--- src/rtl/fetch_pkg.sv ---
// rtl/fetch_pkg.sv - shared types and constants for the instruction fetch unit
package fetch_pkg;

    localparam logic [31:0] NOP_INSTR = 32'h0000_0013;

    typedef struct packed {
        logic [31:0] pc;
        logic [31:0] instr;
    } fetch_entry_t;

    typedef enum logic [1:0] {
        RUN,
        STALL,
        FLUSH
    } fetch_state_e;

endpackage

--- src/rtl/fetch_queue.sv ---
// rtl/fetch_queue.sv - synchronous FIFO of fetched {pc,instr} entries, flush beats push
module fetch_queue
    import fetch_pkg::*;
#(
    parameter int DEPTH = 4
) (
    input  logic                   clk,
    input  logic                   rst,
    input  logic                   push,
    input  fetch_entry_t           push_entry,
    input  logic                   pop,
    input  logic                   flush,
    output logic [$clog2(DEPTH):0] count,
    output fetch_entry_t           head
);

    localparam int AW = $clog2(DEPTH);
    localparam logic [AW:0] FULL_CNT = (AW + 1)'(DEPTH);

    fetch_entry_t  mem_q [DEPTH];
    logic [AW-1:0] rd_ptr_q, rd_ptr_d;
    logic [AW-1:0] wr_ptr_q, wr_ptr_d;
    logic [AW:0]   count_q, count_d;
    logic          do_push;
    logic          do_pop;

    always_comb begin
        do_pop   = pop && (count_q != '0);
        do_push  = push && ((count_q != FULL_CNT) || do_pop);
        rd_ptr_d = rd_ptr_q;
        wr_ptr_d = wr_ptr_q;
        count_d  = count_q;
        if (flush) begin
            rd_ptr_d = '0;
            wr_ptr_d = '0;
            count_d  = '0;
        end else begin
            if (do_pop) begin
                rd_ptr_d = rd_ptr_q + 1'b1;
            end
            if (do_push) begin
                wr_ptr_d = wr_ptr_q + 1'b1;
            end
            count_d = count_q + {{AW{1'b0}}, do_push} - {{AW{1'b0}}, do_pop};
        end
    end

    always_ff @(posedge clk or posedge rst) begin
        if (rst) begin
            rd_ptr_q <= '0;
            wr_ptr_q <= '0;
            count_q  <= '0;
        end else begin
            rd_ptr_q <= rd_ptr_d;
            wr_ptr_q <= wr_ptr_d;
            count_q  <= count_d;
        end
    end

    // Storage needs no reset: the head mux below hides stale contents when empty.
    always_ff @(posedge clk) begin
        if (do_push && !flush) begin
            mem_q[wr_ptr_q] <= push_entry;
        end
    end

    always_comb begin
        count = count_q;
        if (count_q != '0) begin
            head = mem_q[rd_ptr_q];
        end else begin
            head.pc    = '0;
            head.instr = NOP_INSTR;
        end
    end

endmodule

--- src/rtl/fetch_unit.sv ---
// rtl/fetch_unit.sv - PC generation, icache request/response capture and fetch queue
module fetch_unit
    import fetch_pkg::*;
#(
    parameter logic [31:0] RESET_PC = 32'h0000_0000,
    parameter int          FQ_DEPTH = 4
) (
    input  logic        clk,
    input  logic        rst,
    input  logic        redirect_valid,
    input  logic [31:0] redirect_pc,
    output logic        ic_en,
    output logic [31:0] ic_addr,
    input  logic [31:0] ic_rdata,
    input  logic        ic_rvalid,
    output logic        out_valid,
    input  logic        out_ready,
    output logic [31:0] out_pc,
    output logic [31:0] out_instr,
    output logic        err_spurious
);

    localparam int CW = $clog2(FQ_DEPTH) + 1;
    localparam logic [CW-1:0] DEPTH_CNT = CW'(FQ_DEPTH);

    logic [31:0]  pc_q, pc_d;
    logic [31:0]  inflight_pc_q, inflight_pc_d;
    logic         inflight_q, inflight_d;
    logic         kill_q, kill_d;
    logic         err_q, err_d;
    fetch_state_e state_q, state_d;

    logic [CW-1:0] count;
    fetch_entry_t  head;
    fetch_entry_t  push_entry;
    logic          push;
    logic          pop;
    logic          credit_ok;
    logic          unused_redirect_lsbs;

    assign unused_redirect_lsbs = ^redirect_pc[1:0];

    always_comb begin
        // Credits use registered occupancy only, so out_ready never reaches ic_en.
        credit_ok    = (count + {{(CW - 1){1'b0}}, inflight_q}) < DEPTH_CNT;
        ic_en        = !rst && !redirect_valid && credit_ok;
        ic_addr      = pc_q;
        out_valid    = (count != '0);
        out_pc       = head.pc;
        out_instr    = head.instr;
        err_spurious = err_q;
        pop          = out_valid && out_ready;
        push         = ic_rvalid && inflight_q && !kill_q && !redirect_valid;
        push_entry.pc    = inflight_pc_q;
        push_entry.instr = ic_rdata;

        pc_d          = pc_q;
        inflight_pc_d = inflight_pc_q;
        inflight_d    = inflight_q;
        kill_d        = 1'b0;
        err_d         = err_q | (ic_rvalid && !inflight_q && !kill_q);
        state_d       = state_q;

        if (redirect_valid) begin
            pc_d       = {redirect_pc[31:2], 2'b00};
            kill_d     = inflight_q;
            inflight_d = 1'b0;
            state_d    = inflight_q ? FLUSH : RUN;
        end else begin
            inflight_d = ic_en;
            if (ic_en) begin
                inflight_pc_d = pc_q;
                pc_d          = pc_q + 32'd4;
            end
            case (state_q)
                FLUSH:   state_d = RUN;
                default: state_d = credit_ok ? RUN : STALL;
            endcase
        end
    end

    always_ff @(posedge clk or posedge rst) begin
        if (rst) begin
            pc_q          <= RESET_PC;
            inflight_pc_q <= RESET_PC;
            inflight_q    <= 1'b0;
            kill_q        <= 1'b0;
            err_q         <= 1'b0;
            state_q       <= RUN;
        end else begin
            pc_q          <= pc_d;
            inflight_pc_q <= inflight_pc_d;
            inflight_q    <= inflight_d;
            kill_q        <= kill_d;
            err_q         <= err_d;
            state_q       <= state_d;
        end
    end

    fetch_queue #(
        .DEPTH(FQ_DEPTH)
    ) u_queue (
        .clk       (clk),
        .rst       (rst),
        .push      (push),
        .push_entry(push_entry),
        .pop       (pop),
        .flush     (redirect_valid),
        .count     (count),
        .head      (head)
    );

endmodule

--- config.mk ---
export PLATFORM = sky130hd
export DESIGN_NAME = fetch_unit
export DESIGN_NICKNAME = d
export VERILOG_FILES = /design/src/rtl/fetch_pkg.sv /design/src/rtl/fetch_queue.sv /design/src/rtl/fetch_unit.sv
export SDC_FILE = /design/constraint.sdc
export NUM_CORES = 1
export LEC_CHECK = 0
export CORE_MARGIN = 3
export CORE_UTILIZATION = 40
export DETAILED_ROUTE_END_ITERATION = 7
export PLACE_DENSITY = 0.66
export SYNTH_ARGS = -nofsm -noshare
export SYNTH_HDL_FRONTEND = slang
export SYNTH_HIERARCHICAL = 1
export SYNTH_SLANG_ARGS = --single-unit
--- constraint.sdc ---
create_clock -name clk -period 8.8 [get_ports clk]
set_input_delay 0.88 -clock clk [delete_from_list [all_inputs] [get_ports clk]]
set_output_delay 0.88 -clock clk [all_outputs]
set_load 0.005 [all_outputs]
==> impl_metrics.toml <==
[status]
status = "complete, no violations"

[clocking]
postCtsSetupRepairBufs = 0
clock_latency_ns = 0.51
ctsHoldBuffers = 0
htreeDepth = 2
clk_path_buf_depth = 3
clock-sinks = 326
cts_tree = "yes"
cts_made_buffers = 36
cts_resized = 0
clk_pin_slew_ns = 0.06
root_buffer = "clkbuf_16"

[floorplanning]
core_area_um2 = 32000
ioPinCount = 168
rows = 65
die_x_um = 188
start_util_pct = 41.1
die-area_um2 = 35200
die_y_um = 188

[sta]
finalSetupViolations = 0
post-route-min-period_ns = 4.23
finClkSkew_ns = 0.0175
relSlewSlack_pct = 30.7
fmax_ghz = 0.237
whs_ns = 0.471
tns_ns = 0
rsz0062_at_grt = "no"
maxSlewViolCount = 0
max_slew.worst_pin.slew_ns = 1.04
fin_crit_sh_pct = 48.0
hold_viol = 0

[power]
switching_share_pct = 20.7
pwr-share-clk_pct = 42.0
totalPowerFinal_mw = 3.49
p_switching_uw = 724
leakage_nw = 5.46
power.internal_mw = 2.77
p_per_area_nw_per_um2 = 212
combPwrFrac_pct = 6.1
p_seq_share_pct = 51.9
ir_drop_mv = 0.106

[global_routing]
grt_pass1_wl_um = 44300
met1_usage_pct = 21.7
grt_max_degree = 67
met3_usage_pct = 3.96
grt_use_met2_pct = 26.8
groute.usage.overall_pct = 16.1
antenna_found_initial = 2
gr-total-overflow = 0
grt_pass1_vias = 7555
busiest_layer = "met2"

[layout]
layout.nets = 1007
antenna_cells = 0
final_cell_area_um2 = 16500
drive_gt1_share_pct = 18.2
fin_cells = 1391
final_cell_mix = "edfxtp_1, clkdlybuf4s50_1, dfrtp_1, mux4_2, nor2b_1"
area_delta_synth_final_pct = 25.1
layout_commonest_cell = "edfxtp_1"

[worst_setup_path]
arrival_ns = 3.35
critical-path-max-stage-delay_ns = 0.87
r2r_cells = 12
path_class = "flop to output pin"
critPathCaptureType = "output pin"
cp_cell_sequence = "buf_4 -> mux4_2 -> nor2b_1 -> clkdlybuf4s50_1"
critPathBufInv = 2
worstSetupStartpointType = "flop"
reg2reg_from = "u_queue/count[1]"
cp.required_ns = 7.92
startpoint = "u_queue/rd_ptr_q[0]"
path_delay_family = "buffers and inverters"
critPathSlowestCell = "buf_4"
cp_num_cells = 4
critPathMaxFanout = 49

[synthesis]
yosys_warnings = 6
yosys_register_bits = 326
synthCells = 744
avgSynthCellArea_um2 = 17.7
syn_area_um2 = 13200
synth_seq_area_share_pct = 71.6
synth_cell_types = 49

[drt]
first_pass_iters = 4
drt_wl_total_um = 28100
num_vias = 7180
wl_per_cell_um = 20.2
viasPerCell = 5.16
ant_nets = 0
drcViolationCount = 0
drt_iter0_markers = 417

[placed_design]
dp.cells = 1327
io_buffers = 163
dp_hpwl_um = 17000
place_area_um2 = 15300
gp_congestion = 0.792

[worst_hold_path]
worstHoldPathType = "flop to flop"
holdPathStages = 1
hold_start = "err_spurious"

[flow_run]
cap_violations = 0
-- Yosys cell counts (all sizes together) --
library cell	n	area, um^2
nor2b	63	394
clkbuf	16	60.1
edfxtp	256	7690
mux4	64	1440
o31ai	3	22.5
and4	2	20.0
nand4bb	1	11.3
and2	3	21.3
and3	3	18.8
nor4	4	25.0
mux2	29	330
or3	3	18.8
mux2i	4	40.0
or2	5	31.3
nor3b	6	45.0
nor3	9	50.1
ha	7	87.6
dfrtp	70	1750
nand2b	2	12.5
nand4	13	81.3
or4	1	7.51
o211ai	4	30.0
nand3	12	60.1
a21oi	8	40.0
conb	1	3.75
xnor2	10	87.6
inv	16	60.1
nand2	42	165
o21ai	24	120
buf	22	160
a31oi	6	37.5
o311ai	7	61.3
fa	1	20.0
xor2	11	96.3
nor2	14	57.6
o41a	1	11.3
nor4bb	1	10.0
-- stage by stage --
stage | setup WS [ns] | util [%]
final | 4.57 | 51.4
after global routing | 4.25 | 51.4
after CTS | 4.40 | 51.4
after detailed placement | 4.96 | 47.8
after global placement | 4.96 | 47.8
after floorplan | 1.67 | -
-- flip-flops by register name, indices dropped and copies added, names as in the netlist --
| name | count |
|---|---|
| ic_addr | 30 |
| u_queue/rd_ptr_q | 2 |
| u_queue/mem_q | 256 |
| err_spurious | 1 |
| inflight_pc_q | 30 |
| kill_q | 1 |
| u_queue/wr_ptr_q | 2 |
| inflight_q | 1 |
| u_queue/count | 3 |
-- routing by layer --
metal | vias up | part of all wire, %
met5 | - | 0.12
met4 | 4 | 1.9
met3 | 43 | 5.7
met2 | 210 | 49
met1 | 3676 | 43
li1 | 3247 | -
-- power by group through the flow --
stage / clock network [mW] / registers, mW / logic (mW)
finish: 1.47 / 1.81 / 0.214
global route: 1.58 / 1.82 / 0.235
CTS: 1.51 / 1.81 / 0.219
detailed placement: 0 / 1.84 / 0.217
global placement: 0 / 1.84 / 0.214
floorplan: 0 / 1.82 / 0.0988
-- logic make-up after synthesis --
kind of cell               Yosys count  synth area share, %
AOI/OAI and AO/OA                   53                 2.45
adders and majority gates            8                0.816
DFF                                326                 71.6
muxes                               97                 13.7
and+or+nand+nor                    184                 7.81
other                                1               0.0285
xor gates and xnor gates            21                 1.40
buffers and inverters               54                 2.13
-- path summary, 6_finish.rpt --
check | endpoint | slack [ns]
min in group asynchronous | u_queue/wr_ptr_q[1] | 0.77
hold reg to reg | err_spurious | 0.47
setup / recovery | out_pc[3] | 4.57
hold / removal | err_spurious | 0.47
setup reg to reg | u_queue/count[2] | 5.69
max in group asynchronous | inflight_pc_q[24] | 7.04
-- final cells by class --
class                      count  area [um^2]
fill                        2669        15600
sequential                   326         9450
multi-input combinational    373         3530
timing repair buffer         177         1730
clock buffer                  50         1020
tap                          435          544
clock inverter                14          143
inverter                      16         60.1
Note: power is estimated with default switching activity, not from simulation.
